`config.mk`:
```
export PLATFORM = sky130hd
export DESIGN_NAME = seq_shift_add_mult
export DESIGN_NICKNAME = d
export VERILOG_FILES = /design/src/rtl/seq_shift_add_mult.sv
export SDC_FILE = /design/constraint.sdc
export NUM_CORES = 1
export LEC_CHECK = 0
export BUFFER_PORTS_ARGS = -buffer_cell sky130_fd_sc_hd__buf_2
export CORE_ASPECT_RATIO = 0.8
export CORE_UTILIZATION = 40
export DETAILED_ROUTE_END_ITERATION = 7
export PLACE_DENSITY_LB_ADDON = 0.15
export SLEW_MARGIN = 20
export SYNTH_ARGS = -nofsm -noshare
export SYNTH_HDL_FRONTEND = slang
export SYNTH_SLANG_ARGS = --single-unit
export TNS_END_PERCENT = 50
```
`constraint.sdc`:
```
create_clock -name clk -period 4 [get_ports clk]
set_input_delay 0.8 -clock clk [delete_from_list [all_inputs] [get_ports clk]]
set_output_delay 0.8 -clock clk [all_outputs]
set_load 0.01 [all_outputs]
```
`src/rtl/seq_shift_add_mult.sv`:
```
// seq_shift_add_mult
//   Unsigned shift-and-add sequential multiplier. A start accepted in IDLE
//   captures a and b. Each RUN cycle then performs one partial-product step.
//   After WIDTH steps the 2*WIDTH-bit result is loaded into a held product
//   register, and done pulses for one cycle.
//
// Ports
//   clk      in   1        rising-edge clock
//   aclr_n   in   1        asynchronous active-low clear of all state
//   start    in   1        operation request, sampled only in IDLE
//   a        in   WIDTH    multiplicand, captured on accepted start
//   b        in   WIDTH    multiplier, captured on accepted start
//   busy     out  1        high while an operation is running
//   done     out  1        one-cycle pulse; product is valid
//   product  out  2*WIDTH  last completed result, held until next completion

module seq_shift_add_mult #(
  parameter int unsigned WIDTH = 4
) (
  input  logic               clk,
  input  logic               aclr_n,
  input  logic               start,
  input  logic [WIDTH-1:0]   a,
  input  logic [WIDTH-1:0]   b,
  output logic               busy,
  output logic               done,
  output logic [2*WIDTH-1:0] product
);

  localparam int unsigned PROD_W = 2 * WIDTH;
  localparam int unsigned CNT_W  = $clog2(WIDTH + 1);
  localparam int unsigned SUM_W  = WIDTH + 1;

  typedef enum logic [1:0] {
    ST_IDLE = 2'd0,
    ST_RUN  = 2'd1,
    ST_DONE = 2'd2
  } state_e;

  state_e              state_q, state_d;
  logic [WIDTH-1:0]    mcand_q, mcand_d;
  logic [WIDTH-1:0]    acc_q,   acc_d;
  logic [WIDTH-1:0]    mplr_q,  mplr_d;
  logic [CNT_W-1:0]    cnt_q,   cnt_d;
  logic [PROD_W-1:0]   product_q, product_d;
  logic                busy_q,  busy_d;
  logic                done_q,  done_d;

  logic [WIDTH-1:0]    addend_c;
  logic [SUM_W-1:0]    sum_c;
  logic                last_step_c;

  // Partial-product adder; the extra bit keeps the carry for the acc MSB.
  always_comb begin
    addend_c    = mplr_q[0] ? mcand_q : '0;
    sum_c       = {1'b0, acc_q} + {1'b0, addend_c};
    last_step_c = (cnt_q == CNT_W'(WIDTH - 1));
  end

  // Next-state and datapath control.
  always_comb begin
    state_d   = state_q;
    mcand_d   = mcand_q;
    acc_d     = acc_q;
    mplr_d    = mplr_q;
    cnt_d     = cnt_q;
    product_d = product_q;

    unique case (state_q)
      ST_IDLE: begin
        if (start) begin
          mcand_d = a;
          mplr_d  = b;
          acc_d   = '0;
          cnt_d   = '0;
          state_d = ST_RUN;
        end
      end

      ST_RUN: begin
        // {acc,mplr} <= {sum,mplr} >> 1
        acc_d  = sum_c[SUM_W-1:1];
        mplr_d = {sum_c[0], mplr_q[WIDTH-1:1]};
        cnt_d  = cnt_q + CNT_W'(1);
        if (last_step_c) begin
          // Capture the post-shift value so product never shows partial sums.
          product_d = {sum_c, mplr_q[WIDTH-1:1]};
          state_d   = ST_DONE;
        end
      end

      ST_DONE: begin
        state_d = ST_IDLE;
      end

      default: begin
        state_d = ST_IDLE;
      end
    endcase

    // Status flags are registered copies of the next-state decode.
    busy_d = (state_d == ST_RUN);
    done_d = (state_d == ST_DONE);
  end

  // State and datapath registers.
  always_ff @(posedge clk or negedge aclr_n) begin
    if (!aclr_n) begin
      state_q   <= ST_IDLE;
      mcand_q   <= '0;
      acc_q     <= '0;
      mplr_q    <= '0;
      cnt_q     <= '0;
      product_q <= '0;
      busy_q    <= 1'b0;
      done_q    <= 1'b0;
    end else begin
      state_q   <= state_d;
      mcand_q   <= mcand_d;
      acc_q     <= acc_d;
      mplr_q    <= mplr_d;
      cnt_q     <= cnt_d;
      product_q <= product_d;
      busy_q    <= busy_d;
      done_q    <= done_d;
    end
  end

  assign busy    = busy_q;
  assign done    = done_q;
  assign product = product_q;

endmodule

```
* Yosys cells after proc, flatten, opt, wreduce, memory -nomap -nowiden *
Index checks and enable logic that the tools add are counted.

word-level totals
  output and inout port bits = 10
  logic and storage cells = 30
  register bits = 27

operators by class
  $add $sub $neg = 2
  equality and inequality tests = 5
  mux-type cells = 10
  reduce and logical (&&, ||, !) cells = 5

operators with widths
  kind                   count
  $pmux W4 S2            2
  $mux W4                3
  $pmux W3 S2            1
  $reduce_and A2 Y1      3
  $add A4 B4 Y5          1
  $eq A2 B1 Y1 const B   2
  $mux W2                2
  $pmux W2 S2            1
  $add A3 B1 Y3 const B  1
  $eq A3 B2 Y1 const B   1
  $mux W3                1
  $eq A2 B2 Y1 const B   1
  $logic_not A2 Y1       1
  $ne A2 B2 Y1 const B   1
  $reduce_bool A2 Y1     1

* Logic depth before layout (Yosys ltp) *
Gate-level depths: netlist of run 1.

  word-level depth = 4
  depth in mapped cells = 8

* Worst setup path before layout of run 1 *
Ideal clock, no wire load.

  path type = input-to-reg
  from = input port start
  to = register mcand_q[0]
  arrival = 1489 ps
  stages = 3
  path buffers = 0
  setup slack = 2387 ps
  library setup time = 125 ps
  required time = 3875 ps
  path through = nor2b_2 -> and2b_1 -> mux2_2

between the ends
  word-level cells in the longest chain between the ends = 1

ends and longest elaborated chain
  element                      RTL line  source
  start, declared              22        input logic start,
  $reduce_and A2 Y1 (no line)  -
  end signal, assigned         119       mcand_q <= mcand_d;
  end, declared                41        logic [WIDTH-1:0] mcand_q, mcand_d;

No other way between the ends.
A chain may end at the register's enable or synchronous reset.

* Worst setup path in the final report of run 1 *
  from = register mplr_q[0]
  to = register product_q[7], in the netlist product[7]

between the ends
  word-level cells in the longest chain between the ends = 2

ends and longest elaborated chain
  element                 RTL line  source
  start, declared         43        logic [WIDTH-1:0] mplr_q, mplr_d;
  start signal, assigned  121       mplr_q <= mplr_d;
  $mux W4                 55        addend_c = mplr_q[0] ? mcand_q : '0;
  $add A4 B4 Y5           56        sum_c = {1'b0, acc_q} + {1'b0, addend_c};
  end signal, assigned    123       product_q <= product_d;
  end, declared           45        logic [PROD_W-1:0] product_q, product_d;

No other way between the ends.

==> results.json, run 1 <==
{
  "end_kind": "register",
  "synth-seq-area-share_pct": 53.8,
  "wl_per_cell_um": 12.7,
  "multi_input_area_um2": 527,
  "antenna_found_initial": 0,
  "io_buffers": 20,
  "postLayoutCoreUtil_pct": 49.5,
  "crit_slowest_cell": "dfrtp_1",
  "min_period_ns": 1.75,
  "ir_drop_mv": 0.228,
  "cts_inserted_buffers": 3,
  "hold_violations": 0,
  "finalCritPeriodShare_pct": 43.9,
  "yosysUniqueCellTypes": 26,
  "synth_area_leaders": "dfrtp_1 (54%), ha_1 (6.0%), mux2_2 (5.4%)",
  "fillers": 255,
  "fin_worst_skew_ns": 0.00466,
  "syn2layout_area_growth_pct": 13.2,
  "grt_pass1_vias": 766,
  "clock-root-buffer": "clkbuf_8",
  "timing.fmax_ghz": 0.570,
  "synth_cells": 107,
  "worst_slack_ns": 2.25,
  "num_vias": 799,
  "reg2reg_from": "mplr_q[0]",
  "synth-main-ff-cell": "dfrtp_1",
  "cts.path.max_buffers": 2,
  "nets": 147,
  "postSynthAreaPerCell_um2": 11.7,
  "critPathKind": "reg -> reg",
  "reg2reg_to": "product[7]",
  "tns_ns": 0,
  "viasPerCell": 4.81,
  "holdPathEnd": "product[6]",
  "worstPathArrival_ns": 1.91,
  "path_max_fanout": 5,
  "routed_wirelength_um": 2110,
  "min_path_cells": 2,
  "first_pass_iters": 4,
  "maxCapViolCount": 0,
  "path_buf_inv": 1,
  "start_util_pct": 43.7,
  "critPathTopFamily": "flip-flops",
  "power_density_nw_per_um2": 689,
  "pre_cts_slack_ns": 2.12,
  "synth_top_cell_area_share_pct": 53.8,
  "synth-seq-cells": 27,
  "yosys-top-cells-count": "dfrtp_1 (27), o21ai_0 (13), nand2_1 (10), inv_1 (7)",
  "core_area_um2": 2870,
  "tightest_slew_ns": 0.653,
  "cts_resized": 0,
  "finalSetupViolations": 0,
  "die-area_um2": 3370,
  "synth_top_area_cell": "dfrtp_1",
  "cts_tree": "yes",
  "r2r_slack_ns": 2.25,
  "start_kind": "register",
  "rsz0062_at_grt": "no",
  "synth-edff-count": 0,
  "worstPathCellList": "and2_1 > ha_1 > inv_1 > fa_1 > nor2b_1 > o21ai_0 > nand2b_1 > mux2_2",
  "track_usage_pct": 15.3,
  "synth_most_common_cell": "dfrtp_1",
  "min-delay-start": "product[6]",
  "io-pin-count": 21,
  "drt_iter0_markers": 23,
  "die_width_um": 64.7,
  "slew_viol_final": 0,
  "hpwl_um": 1590,
  "worstPathRequired_ns": 4.16,
  "outcome": "complete, no violations",
  "hold_buffers": 0,
  "ant_nets": 0,
  "overflow": 0,
  "dieHeight_um": 52.1,
  "hp-class": "reg -> reg",
  "insertion_delay_ns": 0.27,
  "grt_first_pass_wirelength_um": 3690,
  "worst_setup_hold_path_clk_slew_ns": 0.09,
  "async_flop_share_pct": 100,
  "r2r_cells": 8,
  "n_antenna_cell": 0,
  "seqCellArea_um2": 676,
  "synth_fp_nets": 125,
  "maxSlewHeadroom_pct": 56.4,
  "drive_above_1_share_pct": 28.1,
  "post_cts.repair.setup_buffers": 0,
  "htreeDepth": 1,
  "clkSinkCount": 27,
  "drc": 0,
  "fp-row-count": 17,
  "place_congestion": 0.773,
  "cpPeakStageDelay_ns": 0.43,
  "grt_max_degree": 28,
  "netlist_area_um2": 1260,
  "p_leak_nw": 0.738,
  "ys_warn_count": 0
}
==> per-layer routing <==
layer	vias up	global-route usage, %	wire, µm
li1	403	-	-
met1	373	21.0	1120
met2	19	22.1	851
met3	4	4.61	102
met4	0	6.67	34
met5	-	0	0
==> worst max path at each step <==
| stage | from | end | slack (ns) | cells after the start |
|---|---|---|---|---|
| 2_1_floorplan | start | mcand_q[0] | 2.39 | 3 |
| 3_3_place_gp | start | mcand_q[3] | 2.15 | 4 |
| 3_5_place_dp | start | mcand_q[2] | 2.12 | 4 |
| 4_1_cts | mplr_q[0] | product[7] | 2.22 | 8 |
| 5_1_grt | mplr_q[0] | product[7] | 2.13 | 8 |
| 6_report | mplr_q[0] | product[7] | 2.25 | 8 |
==> registers in the layout, indices dropped and copies added, names as in the netlist <==
signal / cells
product: 8
acc_q: 4
mcand_q: 4
mplr_q: 4
cnt_q: 3
state_q: 2
busy: 1
done: 1
==> worst reg2reg max path, stage by stage (launching register included) <==
cell and delay, ns:
dfrtp_1 0.43, and2_1 0.16, ha_1 0.19, inv_1 0.07, fa_1 0.20, nor2b_1 0.05
o21ai_0 0.17, nand2b_1 0.10, mux2_2 0.27
==> layout make-up <==
class                   count  share of cell area [%]
inverters                   7                    1.85
well taps                  38                    3.34
clock inverters             1                   0.352
repair buffers             20                    7.04
multi-input cells          70                    37.0
clock buffers               3                    2.90
flip-flops and latches     27                    47.5
==> cells by family (layout without fill, tap and decap cells) <==
family	after synthesis	after routing	synth area share, %
compound gates	25	25	11.6
xor+xnor	2	2	1.39
fa+ha+maj	7	7	7.57
buf+inv	10	31	4.28
flops	27	27	53.8
mux	10	10	9.76
simple gates	26	26	11.7
==> cell usage in the layout (no fill, tap or decap), drive strengths merged <==
| cell type | n |
|---|---|
| dfrtp | 27 |
| buf | 20 |
| o21ai | 13 |
| nand2 | 11 |
| mux2 | 9 |
| inv | 7 |
| ha | 6 |
| nor2b | 6 |
| a21oi | 5 |
| and2 | 3 |
| a22oi | 3 |
| clkbuf | 3 |
| nor2 | 2 |
| xor2 | 2 |
| nand2b | 2 |
| a22o | 2 |
| mux2i | 1 |
| a21o | 1 |
| and2b | 1 |
| o21bai | 1 |
| and3b | 1 |
| fa | 1 |
| clkinv | 1 |
==> metrics by stage <==
stage	power, W	area, µm²	hold WS, ns	instances
global placement	0.000835	1380	0.456	162
floorplan	0.000742	1260	0.450	107
global route	0.00108	1420	0.527	166
finish	0.000980	1420	0.480	166
detailed placement	0.000844	1380	0.467	162
CTS	0.000998	1420	0.488	166
==> power breakdown <==
part	internal [W]	switching (W)	leakage (nW)
Clock	0.0000698	0.0000797	0.0255
Combinational	0.000186	0.000184	0.371
Sequential	0.000382	0.0000785	0.341
No activity file was read; power rests on OpenSTA's default activity.
==> inputs of run 2 (changes only) <==
--- a/config.mk
+++ b/config.mk
@@ -5,6 +5,7 @@
 export SDC_FILE = /design/constraint.sdc
 export NUM_CORES = 1
 export LEC_CHECK = 0
+export ABC_AREA = 1
 export BUFFER_PORTS_ARGS = -buffer_cell sky130_fd_sc_hd__buf_2
 export CORE_ASPECT_RATIO = 0.8
 export CORE_UTILIZATION = 40
==> constraint.sdc (replaced) <==
create_clock -name clk -period 1.59 [get_ports clk]
set_input_delay 0.318 -clock clk [delete_from_list [all_inputs] [get_ports clk]]
set_output_delay 0.318 -clock clk [all_outputs]
set_load 0.01 [all_outputs]
==> results.json, run 2 <==
{
  "outcome": "complete, no violations",
  "cpPeakStageDelay_ns": 0.39,
  "io-pin-count": 21,
  "grt_first_pass_wirelength_um": 4280,
  "grt_max_degree": 28,
  "netlist_area_um2": 1270,
  "cts_inserted_buffers": 3,
  "ys_warn_count": 0,
  "power_density_nw_per_um2": 1960,
  "whs_ns": 0.0356,
  "ir_drop_mv": 1.06,
  "slew_viol_final": 0,
  "worstPathArrival_ns": 1.66,
  "post_cts.repair.setup_buffers": 0,
  "synth_top_area_cell": "dfrtp_1",
  "grt_pass1_vias": 960,
  "design_area_um2": 1510,
  "first_pass_iters": 4,
  "postSynthAreaPerCell_um2": 9.24,
  "synth_cells": 138,
  "cpMostUsedCell": "nand2_1",
  "track_usage_pct": 17.0,
  "end_kind": "register",
  "core_area_um2": 2890,
  "async_flop_share_pct": 100,
  "place_inst": 198,
  "yosys-top-cells-count": "nand2_1 (34), dfrtp_1 (27), inv_1 (20), o21ai_0 (9)",
  "hp-class": "in -> async",
  "critPathKind": "reg -> reg",
  "path_buf_inv": 2,
  "tightest_slew_ns": 0.591,
  "fp-row-count": 17,
  "min_period_ns": 1.49,
  "yosysUniqueCellTypes": 21,
  "num_vias": 941,
  "antenna_found_initial": 0,
  "switching_share_pct": 41.1,
  "routed_wirelength_um": 2370,
  "combPwrFrac_pct": 48.4,
  "start_kind": "register",
  "finalSetupViolations": 0,
  "dieHeight_um": 52.5,
  "drt_iter0_markers": 40,
  "p_leak_nw": 0.829,
  "r2r_slack_ns": 0.10,
  "place_congestion": 0.782,
  "synth_most_common_cell": "nand2_1",
  "finalCritPeriodShare_pct": 93.5,
  "die-area_um2": 3420,
  "die_width_um": 65.1,
  "layout_common_cells": "nand2_1 (34), dfrtp_1 (27), inv_1 (20), buf_2 (20)",
  "fin_worst_skew_ns": 0.00482,
  "insertion_delay_ns": 0.27,
  "intPower_w": 0.00174,
  "final_common_cell": "nand2_1",
  "rsz0062_at_grt": "no",
  "synth-edff-count": 0,
  "viasPerCell": 4.66,
  "clock-root-buffer": "clkbuf_8",
  "synth_area_leaders": "dfrtp_1 (53%), nand2_1 (10%), ha_1 (5.9%)",
  "overflow": 0,
  "synth-main-ff-cell": "dfrtp_1",
  "n_antenna_cell": 0,
  "clkSinkCount": 27,
  "critPathTopFamily": "simple AND/OR/NAND/NOR gates",
  "maxSlewHeadroom_pct": 60.6,
  "hold_violations": 0,
  "cts_tree": "yes",
  "start_util_pct": 44.1,
  "drc": 0,
  "htreeDepth": 1,
  "syn2layout_area_growth_pct": 18.3,
  "hpwl_um": 1800,
  "pwr-share-seq_pct": 38.4,
  "worstPathCellList": "buf_4 > nand2_1 > inv_1 > ha_1 > nand2_1 > nand2_1 > nand3_1 > nand3_1 > nand2_1",
  "largest_reg_flops": 8,
  "tns_ns": 0,
  "worst_setup_hold_path_clk_slew_ns": 0.09,
  "synth-seq-cells": 27,
  "nets": 183,
  "worstPathRequired_ns": 1.76,
  "power_frac_clock_pct": 13.2,
  "cts.path.max_buffers": 2,
  "synth-seq-area-share_pct": 53.0,
  "maxCapViolCount": 0,
  "timing.fmax_ghz": 0.673,
  "dpl_cell_area_um2": 1450,
  "drive_above_1_share_pct": 26.2,
  "ant_nets": 0,
  "synth_top_cell_area_share_pct": 53.0,
  "p_sw_w": 0.00121,
  "fillers": 296,
  "io_buffers": 20,
  "final_cells": 202,
  "wl_per_cell_um": 11.7,
  "crit_slowest_cell": "dfrtp_1",
  "synth_fp_nets": 156,
  "path_max_fanout": 4
}
==> run 2: final cells by class <==
class	count	area, µm²	area share, %
Clock buffer	4	45.0	2.99
Timing Repair Buffer	24	143	9.46
Sequential cell	27	676	44.8
Tap cell	38	47.5	3.15
Inverter	22	82.6	5.48
Multi-Input combinational cell	87	514	34.1
==> run 2: cells by family (layout without fill, tap and decap cells) <==
| group | after synthesis | after routing | share of synthesized area [%] |
|---|---|---|---|
| AND/OR/NAND/NOR | 54 | 54 | 18.8 |
| flip-flops | 27 | 27 | 53.0 |
| AO/OA/AOI/OAI | 25 | 25 | 12.1 |
| buffers and inverters | 24 | 50 | 7.95 |
| adder cells (fa/ha/maj) | 7 | 7 | 7.46 |
| XOR/XNOR | 1 | 1 | 0.687 |
==> run 2: worst register-to-register path, stage by stage (launching register included) <==
cell and delay, ns:
dfrtp_1 0.39, buf_4 0.14, nand2_1 0.12, inv_1 0.06, ha_1 0.29, nand2_1 0.06, nand2_1 0.07, nand3_1 0.08
nand3_1 0.11, nand2_1 0.06
==> run 2: timing repair <==
item                       CTS  global route
setup endpoints to repair    0             5
gates resized for setup      0             6
hold buffers                 0             0
hold endpoints to repair     0             0
==> run 2: final timing paths <==
check | start | cells after the start | end
max in group asynchronous | aclr_n | 1 | mcand_q[0]
min in group clk | b[2] | 3 | mplr_q[2]
worst max-delay path | mplr_q[0] | 9 | product[6]
worst min register to register | product[0] | 2 | product[0]
worst min-delay path | aclr_n | 1 | product[1]
worst max register to register | mplr_q[0] | 9 | product[6]
==> run 2: through the flow <==
step / power [W] / utilization (%) / worst slack [ns]
after detailed placement: 0.00254 / 50.0 / 0.0783
after CTS: 0.00293 / 51.6 / 0.0689
after floorplan: 0.00211 / - / 0.143
after global routing: 0.00324 / 52.1 / 0.00754
final: 0.00295 / 52.1 / 0.104
after global placement: 0.00248 / 50.0 / 0.129
==> run 2: power groups by stage <==
stage          sequential, W  combinational, W  clock [W]
5_1_grt              0.00117           0.00162   0.000437
4_1_cts              0.00114           0.00139   0.000395
2_1_floorplan        0.00118          0.000933          0
6_report             0.00113           0.00143   0.000390
3_5_place_dp         0.00115           0.00139          0
3_3_place_gp         0.00113           0.00135          0
==> run 2: per-layer routing <==
layer	routed length (µm)	global-route usage (%)	vias up
li1	-	-	490
met1	1190	22.2	422
met2	1040	28.6	25
met3	116	4.57	4
met4	20	3.26	0
met5	0	0	-
